[config.mk]
export PLATFORM = sky130hd
export DESIGN_NAME = mem_dma_engine
export DESIGN_NICKNAME = d
export VERILOG_FILES = /design/src/rtl/mem_dma_engine_pkg.sv /design/src/rtl/mem_dma_engine.sv
export SDC_FILE = /design/constraint.sdc
export NUM_CORES = 1
export LEC_CHECK = 0
export BUFFER_PORTS_ARGS = -buffer_cell sky130_fd_sc_hd__buf_4
export CAP_MARGIN = 40
export CORE_UTILIZATION = 35
export DETAILED_ROUTE_END_ITERATION = 12
export SETUP_SLACK_MARGIN = 0.02
export SYNTH_ARGS = -nofsm -noshare
export SYNTH_HDL_FRONTEND = slang
export SYNTH_SLANG_ARGS = --single-unit
[constraint.sdc]
create_clock -name clk -period 3.5 [get_ports clk]
set_clock_uncertainty 0.1 [all_clocks]
set_input_delay 0.175 -clock clk [delete_from_list [all_inputs] [get_ports clk]]
set_output_delay 0.175 -clock clk [all_outputs]
set_load 0.1 [all_outputs]
[src/rtl/mem_dma_engine_pkg.sv]
// Shared types and constants for the memory DMA engine.
// Holds the FSM state encoding and the operation-mode select values.
package mem_dma_engine_pkg;

   typedef enum logic [2:0] {
      StIdle,
      StRd,
      StWr,
      StFill,
      StDone
   } state_e;

   localparam logic MODE_COPY = 1'b0;
   localparam logic MODE_FILL = 1'b1;

endpackage

[src/rtl/mem_dma_engine.sv]
// Word-wide memory copy/fill engine driving a single-port combinational-read memory.
// COPY alternates RD/WR per word; FILL writes one word per cycle; checksum sums written words.
module mem_dma_engine
   import mem_dma_engine_pkg::*;
#(
   parameter int unsigned AW = 12,
   parameter int unsigned DW = 16
) (
   input  logic          clk,
   input  logic          rst,
   input  logic          start,
   input  logic          mode,
   input  logic [AW-1:0] src_addr,
   input  logic [AW-1:0] dst_addr,
   input  logic [AW:0]   length,
   input  logic [DW-1:0] fill_data,
   output logic          busy,
   output logic          done,
   output logic [DW-1:0] checksum,
   output logic          mem_we,
   output logic [AW-1:0] mem_address,
   output logic [DW-1:0] mem_write_data,
   input  logic [DW-1:0] mem_read_data
);

   localparam logic [AW:0]   CntOne  = {{AW{1'b0}}, 1'b1};
   localparam logic [AW-1:0] AddrOne = {{(AW-1){1'b0}}, 1'b1};

   state_e        state_q, state_d;
   logic [AW-1:0] src_q, src_d;
   logic [AW-1:0] dst_q, dst_d;
   logic [AW:0]   cnt_q, cnt_d;
   logic          desc_q, desc_d;
   logic [DW-1:0] fill_q, fill_d;
   logic [DW-1:0] data_q, data_d;
   logic [DW-1:0] sum_q, sum_d;
   logic [AW-1:0] step;

   // All-ones is -1 modulo 2^AW, so both directions wrap naturally.
   assign step     = desc_q ? '1 : AddrOne;
   assign checksum = sum_q;

   always_comb begin
      state_d        = state_q;
      src_d          = src_q;
      dst_d          = dst_q;
      cnt_d          = cnt_q;
      desc_d         = desc_q;
      fill_d         = fill_q;
      data_d         = data_q;
      sum_d          = sum_q;
      busy           = 1'b0;
      done           = 1'b0;
      mem_we         = 1'b0;
      mem_address    = '0;
      mem_write_data = '0;

      unique case (state_q)
         StIdle: begin
            if (start) begin
               // Overlapping copy with dst above src must run last-word-first to avoid smear.
               desc_d = (mode == MODE_COPY) && (dst_addr > src_addr);
               src_d  = desc_d ? src_addr + length[AW-1:0] - AddrOne : src_addr;
               dst_d  = desc_d ? dst_addr + length[AW-1:0] - AddrOne : dst_addr;
               cnt_d  = length;
               fill_d = fill_data;
               sum_d  = '0;
               if (length == '0) begin
                  state_d = StDone;
               end else if (mode == MODE_FILL) begin
                  state_d = StFill;
               end else begin
                  state_d = StRd;
               end
            end
         end
         StRd: begin
            busy        = 1'b1;
            mem_address = src_q;
            data_d      = mem_read_data;
            state_d     = StWr;
         end
         StWr: begin
            busy           = 1'b1;
            mem_we         = 1'b1;
            mem_address    = dst_q;
            mem_write_data = data_q;
            sum_d          = sum_q + data_q;
            src_d          = src_q + step;
            dst_d          = dst_q + step;
            cnt_d          = cnt_q - CntOne;
            state_d        = (cnt_q == CntOne) ? StDone : StRd;
         end
         StFill: begin
            busy           = 1'b1;
            mem_we         = 1'b1;
            mem_address    = dst_q;
            mem_write_data = fill_q;
            sum_d          = sum_q + fill_q;
            dst_d          = dst_q + step;
            cnt_d          = cnt_q - CntOne;
            state_d        = (cnt_q == CntOne) ? StDone : StFill;
         end
         StDone: begin
            done    = 1'b1;
            state_d = StIdle;
         end
         default: begin
            state_d = StIdle;
         end
      endcase
   end

   always_ff @(posedge clk) begin
      if (rst) begin
         state_q <= StIdle;
         src_q   <= '0;
         dst_q   <= '0;
         cnt_q   <= '0;
         desc_q  <= 1'b0;
         fill_q  <= '0;
         data_q  <= '0;
         sum_q   <= '0;
      end else begin
         state_q <= state_d;
         src_q   <= src_d;
         dst_q   <= dst_d;
         cnt_q   <= cnt_d;
         desc_q  <= desc_d;
         fill_q  <= fill_d;
         data_q  <= data_d;
         sum_q   <= sum_d;
      end
   end

endmodule

==> flow_summary.toml <==
[run_status]
status = "completed"

[die]
core_region_area_um2 = 20600
io_pins = 120
design.die.area_um2 = 21800
std_cell_rows = 52
start_util_pct = 36.2
die_height_um = 148
floorplan.die.width_um = 148

[setup_path]
worstPathRequired_ns = 3.68
worst_ep_arrival_time_ns = 3.45
timing.critical_path.fanout_max = 9
crit-reg2reg-launch = "state_q[2]"
worst-r2r-setup-slack_ns = 0.23
end_of_the_worst_register_to_register_path = "checksum[14]"
startpoint_type = "register"
worstRegToRegCells = 16
startpoint_to_endpoint_class_of_the_critical_path = "reg -> reg"
end_kind = "register"

[logic_synthesis]
synth-edff-count = 0
yosysTopAreaCellShare_pct = 24.0
syn_avg_cell_area_um2 = 7.73
synth-adder-area-share_pct = 17.2
top_cell_type_by_total_area_after_synthesis = "dfxtp_1"
synth.area.mux_share_pct = 5.79
synth.area.top_cells = "dfxtp_1, ha_1, a21oi_1, nand2_1, inv_1"
post_synth_xor_area_fraction_pct = 5.65
synth_seq_area_share_pct = 24.0
simple_gate_area_share_of_the_yosys_netlist_pct = 17.8
ys_dominant_reg_cell = "dfxtp_1"
synthesis.nets = 1134
synth.yosys.warnings = 0
largest_family_of_logic_cells_by_synthesized_area = "compound AO/OA/AOI/OAI gates"
post_syn_instances = 962
ff_latch_count_synth = 89
synth_area_um2 = 7430
async_reset_ff_share_pct = 0
netlist-cell-type-count = 65
synth_compound_area_share_pct = 22.7

[routing]
drt_first_pass_iters = 4
route.detailed.wl_per_inst_um = 15.5
drt-vias-per-instance = 5.11
drt_first_iter_violations = 325
post-route-drc-count = 0
ant_nets = 0
wl_met3_um = 638
met2RoutedLength_um = 9860
top_layer_used_by_detailed_routing = "met4"
postRouteWirelength_um = 21300
via_count_of_the_routed_design = 7031
wl_met1_um = 10500

[timing]
tns_ns = 0
max_freq_mhz = 306
finalHoldViolations = 0
report.final.slew_viol_count = 0
final_period_minus_worst_setup_slack_ns = 3.27
final.period_utilization_pct = 93.3
report.final.setup_viol = 0
tightest_slew_margin_relative_to_the_limit_pct = 39.4
rsz0062_at_grt = "false"
tightest_slew_ns = 0.909

[clocking]
clkLatencyLatePin_ns = 0.35
cts.path.max_buffers = 2
clock-root-buffer = "clkbuf_16"
cts_tree = "yes"
clock_sinks = 89
cts_made_buffers = 9
clkTransAtPathRegs_ns = 0.07
cts_max_level = 3

[worst_hold_path]
hold_class = "in -> reg"
hold_path_stages = 3
worst_hold_startpoint = "length[7]"
min_delay_worst_endpoint = "cnt_q[7]"

[job]
max_cap_viol_count = 0

[global_routing]
via_count_of_the_first_global_routing_pass = 6737
grt_overflow_total = 0
grt_max_degree = 55
grt_first_pass_wirelength_um = 34700
initial_antenna_violation_count = 0
grtUsageTotal_pct = 19.8

[pwr]
power.static_leakage_uw = 0.00426
p_per_area_nw_per_um2 = 394
vdd_ir_drop_max_mv = 0.194
design_power_total_uw = 3700

[layout]
layout.nets = 1273
insertedDiodeCount = 0
layout-area-overhead-vs-synth_pct = 26.1
fill_cells = 2088
layout_cell_share_with_drive_strength_beyond_1_pct = 17.4

[place]
final_replace_weighted_congestion = 0.862
io_buffers = 119
hpwlAfterDp_um = 16200
[cells in the final DEF, fill, tap and decap left out, drive strengths merged, types with 7 or more instances in the layout]
| cell | n |
|---|---|
| clkbuf | 9 |
| dlygate4sd3 | 32 |
| nor2b | 9 |
| a31oi | 10 |
| a22o | 12 |
| a21oi | 102 |
| nor4 | 7 |
| inv | 94 |
| nor3 | 26 |
| xor2 | 10 |
| ha | 94 |
| nand2 | 113 |
| nor2 | 78 |
| a221oi | 7 |
| o211ai | 14 |
| a21o | 19 |
| mux2i | 25 |
| mux2 | 16 |
| a211oi | 13 |
| nand4 | 7 |
| o21ai | 32 |
| xnor2 | 38 |
| dfxtp | 89 |
| buf | 140 |
| nand3 | 27 |
[power by group]
group	total, uW	switching [uW]	internal, uW
Clock	1080	442	633
Sequential	1200	87.6	1110
Combinational	1420	872	549
Total	3700	1400	2290
[state kept, by name, indices dropped and copies added, names as in the netlist]
name,count
checksum,16
cnt_q,13
data_q,16
desc_q,1
dst_q,12
fill_q,16
src_q,12
state_q,3
[worst max-delay path: stages, from the launching register on]
cell	delay [ns]
dfxtp_1	0.30
nand2b_2	0.18
inv_2	0.08
nand2_4	0.10
mux2_2	0.25
ha_2	0.20
inv_1	0.06
fa_1	0.39
nor2b_2	0.15
a221o_1	0.19
and3_1	0.18
o221a_2	0.24
o41ai_4	0.08
o21ai_2	0.18
nand3_1	0.12
a211o_1	0.27
a31oi_1	0.14
[synth_stat cells, drive strengths merged, types with 5 or more instances]
library cell    n
nor3           26
dfxtp          89
o31ai           5
a31oi          10
nor2b           9
a211oi         13
a21o           19
mux2i          25
clkbuf         34
nand4           7
mux2           16
a2111oi         5
nor2           78
buf            10
a22o           12
or4             5
o21ai          32
a221oi          7
nand3          27
xor2           10
nand2         113
and2            5
o41ai           5
a21oi         102
inv            92
o211ai         14
nor4            7
fa              5
ha             94
xnor2          38
[layout make-up]
cell class                      instances  area (um^2)  share of cell area [%]
Tap cell                              270          338                    3.60
Timing Repair Buffer                  172         1380                    14.8
Inverter                               92          345                    3.68
Sequential cell                        89         1780                    19.0
Clock inverter                          7          101                    1.08
Multi-Input combinational cell        737         5200                    55.5
Clock buffer                            9          225                    2.40
[stage by stage]
step,hold slack (ns),cell area (um^2),worst slack [ns],util (%),std cells
final,0.0206,9380,0.234,45.6,1376
after global routing,0.0456,9380,0.0269,45.6,1376
after CTS,0.0117,9350,0.0930,45.5,1375
after detailed placement,0.333,8700,0.124,42.3,1327
after global placement,0.326,8690,0.180,42.3,1326
after floorplan,0.211,7460,0.0333,-,962
[worst max path at each step]
stage / end / from / cells after the start
after floorplan: checksum[12] / state_q[2] / 16
after global routing: checksum[14] / state_q[2] / 16
final: checksum[14] / state_q[2] / 16
after detailed placement: checksum[14] / state_q[2] / 16
after CTS: checksum[14] / state_q[2] / 16
after global placement: checksum[14] / state_q[2] / 16
[timing repair]
action,in CTS,in global routing
gates resized for setup,0,5
setup endpoints to repair,0,3
setup buffers,0,1
hold buffers,32,0
hold endpoints to repair,32,0
[cells by family (layout without fill, tap and decap cells)]
kind of cell	after synthesis	count (layout)
mux	41	41
fa+ha+maj	99	99
xor+xnor	48	48
compound gates	255	255
buf+inv	136	280
simple gates	294	294
flops	89	89
[per-layer routing]
| layer | track usage (%) | vias to the layer above |
|---|---|---|
| met1 | 27.1 | 3237 |
| met2 | 32.7 | 106 |
| li1 | - | 3668 |
| met4 | 4.07 | 0 |
| met3 | 2.99 | 20 |
| met5 | 0 | - |
Power figures use the tool's default switching activity.
